===== src/rtl/led_scan_controller.sv =====
// ============================================================================
// Module   : led_scan_controller
// Purpose  : 4-digit common-anode 7-segment scan sequencer with guard bands
//            and frame-aligned double-buffered message updates.
// Option   : LED_SCAN_BLANK_LEADING_EN enables leading-zero suppression.
// Revision : 1.0 - initial release
// ============================================================================
`default_nettype none

module led_scan_controller #(
  parameter int SLOT_CYCLES  = 16,
  parameter int GUARD_CYCLES = 2,
  parameter int DIGITS       = 4
) (
  input  logic              clk,
  input  logic              reset,
  input  logic              en,
  input  logic [15:0]       message,
  input  logic              load,
  output logic              load_pending,
  output logic [3:0]        nibble,
  output logic [DIGITS-1:0] an,
  output logic              frame_done
);

  localparam int              c_CW   = (SLOT_CYCLES > 1) ? $clog2(SLOT_CYCLES) : 1;
  localparam logic [c_CW-1:0] c_LAST = c_CW'(SLOT_CYCLES - 1);

  logic [c_CW-1:0]   r_cnt;
  logic [1:0]        r_dig;
  logic [15:0]       r_shadow;
  logic [15:0]       r_display;

  logic              w_slot_end;
  logic              w_frame_end;
  logic              w_lit_phase;
  logic              w_blank;
  logic [3:0]        w_digit_nib;
  logic [DIGITS-1:0] w_an_next;

  assign w_slot_end  = (r_cnt == c_LAST);
  assign w_frame_end = w_slot_end && (r_dig == 2'd0);
  assign w_lit_phase = (int'(r_cnt) >= GUARD_CYCLES) &&
                       (int'(r_cnt) <  SLOT_CYCLES - GUARD_CYCLES);
  assign w_digit_nib = r_display[{r_dig, 2'b00} +: 4];

`ifdef LED_SCAN_BLANK_LEADING_EN
  // A digit stays dark while it and every digit to its left are zero.
  always_comb begin
    w_blank = 1'b0;
    case (r_dig)
      2'd3:    w_blank = (r_display[15:12] == 4'h0);
      2'd2:    w_blank = (r_display[15:8]  == 8'h00);
      2'd1:    w_blank = (r_display[15:4]  == 12'h000);
      default: w_blank = 1'b0;
    endcase
  end
`else
  assign w_blank = 1'b0;
`endif

  assign w_an_next = (w_lit_phase && !w_blank) ? ~(DIGITS'(1) << r_dig)
                                               : {DIGITS{1'b1}};

  always_ff @(posedge clk or negedge reset) begin
    if (!reset) begin
      r_cnt        <= '0;
      r_dig        <= 2'd3;
      r_shadow     <= 16'h0000;
      r_display    <= 16'h0000;
      load_pending <= 1'b0;
      nibble       <= 4'h0;
      an           <= {DIGITS{1'b1}};
      frame_done   <= 1'b0;
    end else begin
      if (en) begin
        an         <= w_an_next;
        frame_done <= w_frame_end;
        if (r_cnt == '0) begin
          nibble <= w_digit_nib;
        end
        if (w_slot_end) begin
          r_cnt <= '0;
          r_dig <= r_dig - 2'd1;
        end else begin
          r_cnt <= r_cnt + 1'b1;
        end
        if (w_frame_end) begin
          r_display    <= r_shadow;
          load_pending <= 1'b0;
        end
      end else begin
        an         <= {DIGITS{1'b1}};
        frame_done <= 1'b0;
      end
      // A load coinciding with commit stays pending; commit used the old shadow.
      if (load) begin
        r_shadow     <= message;
        load_pending <= 1'b1;
      end
    end
  end

endmodule

`default_nettype wire

===== config.mk =====
export PLATFORM = sky130hd
export DESIGN_NAME = led_scan_controller
export DESIGN_NICKNAME = d
export VERILOG_FILES = /design/src/rtl/led_scan_controller.sv
export SDC_FILE = /design/constraint.sdc
export NUM_CORES = 1
export LEC_CHECK = 0
export CAP_MARGIN = 10
export CORE_AREA = 2 2 75 63
export CTS_BUF_LIST = sky130_fd_sc_hd__clkbuf_8 sky130_fd_sc_hd__clkbuf_16
export DETAILED_ROUTE_END_ITERATION = 8
export DIE_AREA = 0 0 77 65
export PLACE_DENSITY = 0.76
export SETUP_SLACK_MARGIN = 0.02
export SLEW_MARGIN = 10
export SYNTH_ARGS = -nofsm -noshare
export SYNTH_HDL_FRONTEND = slang
export SYNTH_SLANG_ARGS = --single-unit

===== constraint.sdc =====
create_clock -name clk -period 4 [get_ports clk]
set_clock_uncertainty 0.05 [all_clocks]
set_input_delay 1 -clock clk [delete_from_list [all_inputs] [get_ports clk]]
set_output_delay 1 -clock clk [all_outputs]
set_load 0.1 [all_outputs]

==> reports/results.ini <==
[worst_setup_path]
worstPathRequired_ns = 2.95
cp_num_cells = 1
start_kind = flop
path_cells = clkdlybuf4s50_1
path_buf_inv = 1
crit_type = reg2out
max_stage_delay_ns = 1.12
arrival_ns = 1.94
crit_family = buffers and inverters
crit_fanout = 1
endpoint_kind = output port
cpMaxStageDelayCell = clkdlybuf4s50_1
rr_worst_depth = 4

[placement]
portBuffers = 29
gp_congestion = 0.7130
hpwl_mm = 2.229

[clock_tree]
clkSinkCount = 48
hold_buffers = 0
cts_max_path_buffers = 2
cts.htree.levels = 2
clk_pin_slew_ns = 0.08
cts_resized = 0
cts_inserted_buffers = 5
postCtsSetupBuffers = 0
clkLatencyLatePin_ns = 0.29
clock-root-buffer = clkbuf_8
cts_tree = yes

[route]
avgViaCountPerCell = 5.071
drt_wl_total_mm = 3.258
vias = 1136
drc_errors = 0
wire_per_inst_um = 14.54
dr.pass1.iters = 4
drt_iter0_markers = 94
antenna_left = 0

[final_layout]
final_layout_size_suffix_gt1_share_pct = 34.76
area_growth_pct = 22.32
final_util_pct = 57.22
final_nets = 190
antenna_cells = 0

[yosys]
synth_edf_count = 0
syn_area_per_cell_sq_um = 15.41
ys_top_cells_by_area = dfrtp_1, mux2_2, dfstp_2
ys_warn_count = 0
synth-main-ff-cell = dfrtp_1
synth_top_area_cell = dfrtp_1
synth.ff_latch_count = 48
syn_inst = 132
synth_common_cells = dfrtp_1, mux2_2, nand2_1, mux2_4, ha_1
syn_nets = 159
syn_area_sq_um = 2034
ys_types = 25
yosysMostFrequentCell = dfrtp_1
synth_top_area_share_pct = 51.66
yosysSeqAreaShare_pct = 59.41
synth_async_sr_flop_share_pct = 100.0

[sta]
finalCriticalPeriod_ns = 2.991
worst_slew_pin_slew_ns = 1.029
setup_viol = 0
max_freq_mhz = 334.3
rsz0062_at_grt = no
hold_viol_final = 0
holdWs_ns = 0.4385
slew_violations = 0
timing.setup.tns_ns = 0
relSlewSlack_pct = 31.38
period_share_pct = 74.77

[die]
core.rowCount = 22
fp.dieH_um = 65
ios = 30
start_util_pct = 46.78
die_w_um = 77
die-area_sq_um = 5005
coreArea_sq_um = 4349

[min_path]
worstHoldPathType = reg2reg
holdPathStages = 1

[power]
ir_drop_uv = 333.1
power.leakage_nw = 1.122
power.density_nw_per_um2 = 671.5

[job]
drv_cap = 0

[global_route]
grt_max_degree = 49
antenna_found_initial = 0
overflow = 0
grt_pass1_wl_mm = 5.568
grt_pass1_vias = 1172
groute.usage.overall_pct = 14.57

[outcome]
outcome = finished, final reports clean

[path summary, 6_finish.rpt]
path | slack (ns) | end | start
max | 1.01 | an[3] | an[3]
min | 0.44 | load_pending | load_pending
max reg2reg | 2.15 | r_display[2] | r_dig[0]
min reg2reg | 0.44 | load_pending | load_pending
max in group asynchronous | 2.44 | frame_done | reset
min in group asynchronous | 0.83 | r_cnt[0] | reset
[cells by family after synthesis]
| logic type | after synthesis | synth area share (%) |
|---|---|---|
| AOI/OAI and AO/OA | 7 | 2.030 |
| muxes | 40 | 25.83 |
| xor gates and xnor gates | 2 | 0.8612 |
| buffers and inverters | 10 | 2.522 |
| adders and majority gates | 7 | 4.305 |
| DFF | 48 | 59.41 |
| and+or+nand+nor | 18 | 5.044 |
[stage by stage]
stage          total power, mW  std cells  setup WS [ns]  cell area, sq um
5_1_grt                  1.762        224         0.9681              2489
6_report                 1.671        224          1.009              2489
4_1_cts                  1.688        224         0.9947              2489
3_5_place_dp             1.308        216          1.170              2362
2_1_floorplan            1.165        132          1.929              2034
3_3_place_gp             1.281        216          1.258              2362
[cell usage in the layout (no fill, tap or decap), types with 4 or more instances in the layout]
| master | netlist | layout |
|---|---|---|
| nand2_1 | 10 | 10 |
| clkdlybuf4s50_1 | 0 | 28 |
| inv_1 | 5 | 5 |
| dfstp_2 | 6 | 6 |
| clkbuf_8 | 0 | 7 |
| o21ai_0 | 4 | 4 |
| mux2_2 | 28 | 28 |
| mux2_4 | 8 | 8 |
| dfrtp_1 | 42 | 42 |
| mux4_2 | 4 | 4 |
| ha_1 | 7 | 7 |
[registers in the layout, summed over array words and instances (netlist names)]
signal / count
an: 4
frame_done: 1
load_pending: 1
nibble: 4
r_cnt: 4
r_dig: 2
r_display: 16
r_shadow: 16
[metal layers]
layer	track usage (%)	wire (um)	up-vias	part of all wire (%)
met2	23.90	1577	33	48
met1	18.32	1470	572	45
met4	6.250	45	0	1.4
li1	-	-	526	-
met3	4.039	165	5	5.1
met5	0	0	-	0
[cell type report]
type                       instances  area (sq um)
clock buffer                       7         96.34
clock inverter                     1         30.03
fill                             378          1861
inverter                           5         18.77
multi-input combinational         74         774.5
sequential                        48          1209
tap                               60         75.07
timing repair buffer              29         285.3
[power breakdown]
part	internal, mW	switching, mW	leakage, nW
Sequential	0.635	0.115	0.591
Combinational	0.243	0.305	0.467
Clock	0.221	0.154	0.0645
Total	1.10	0.573	1.12
Note: power is estimated with default switching activity, not from simulation.
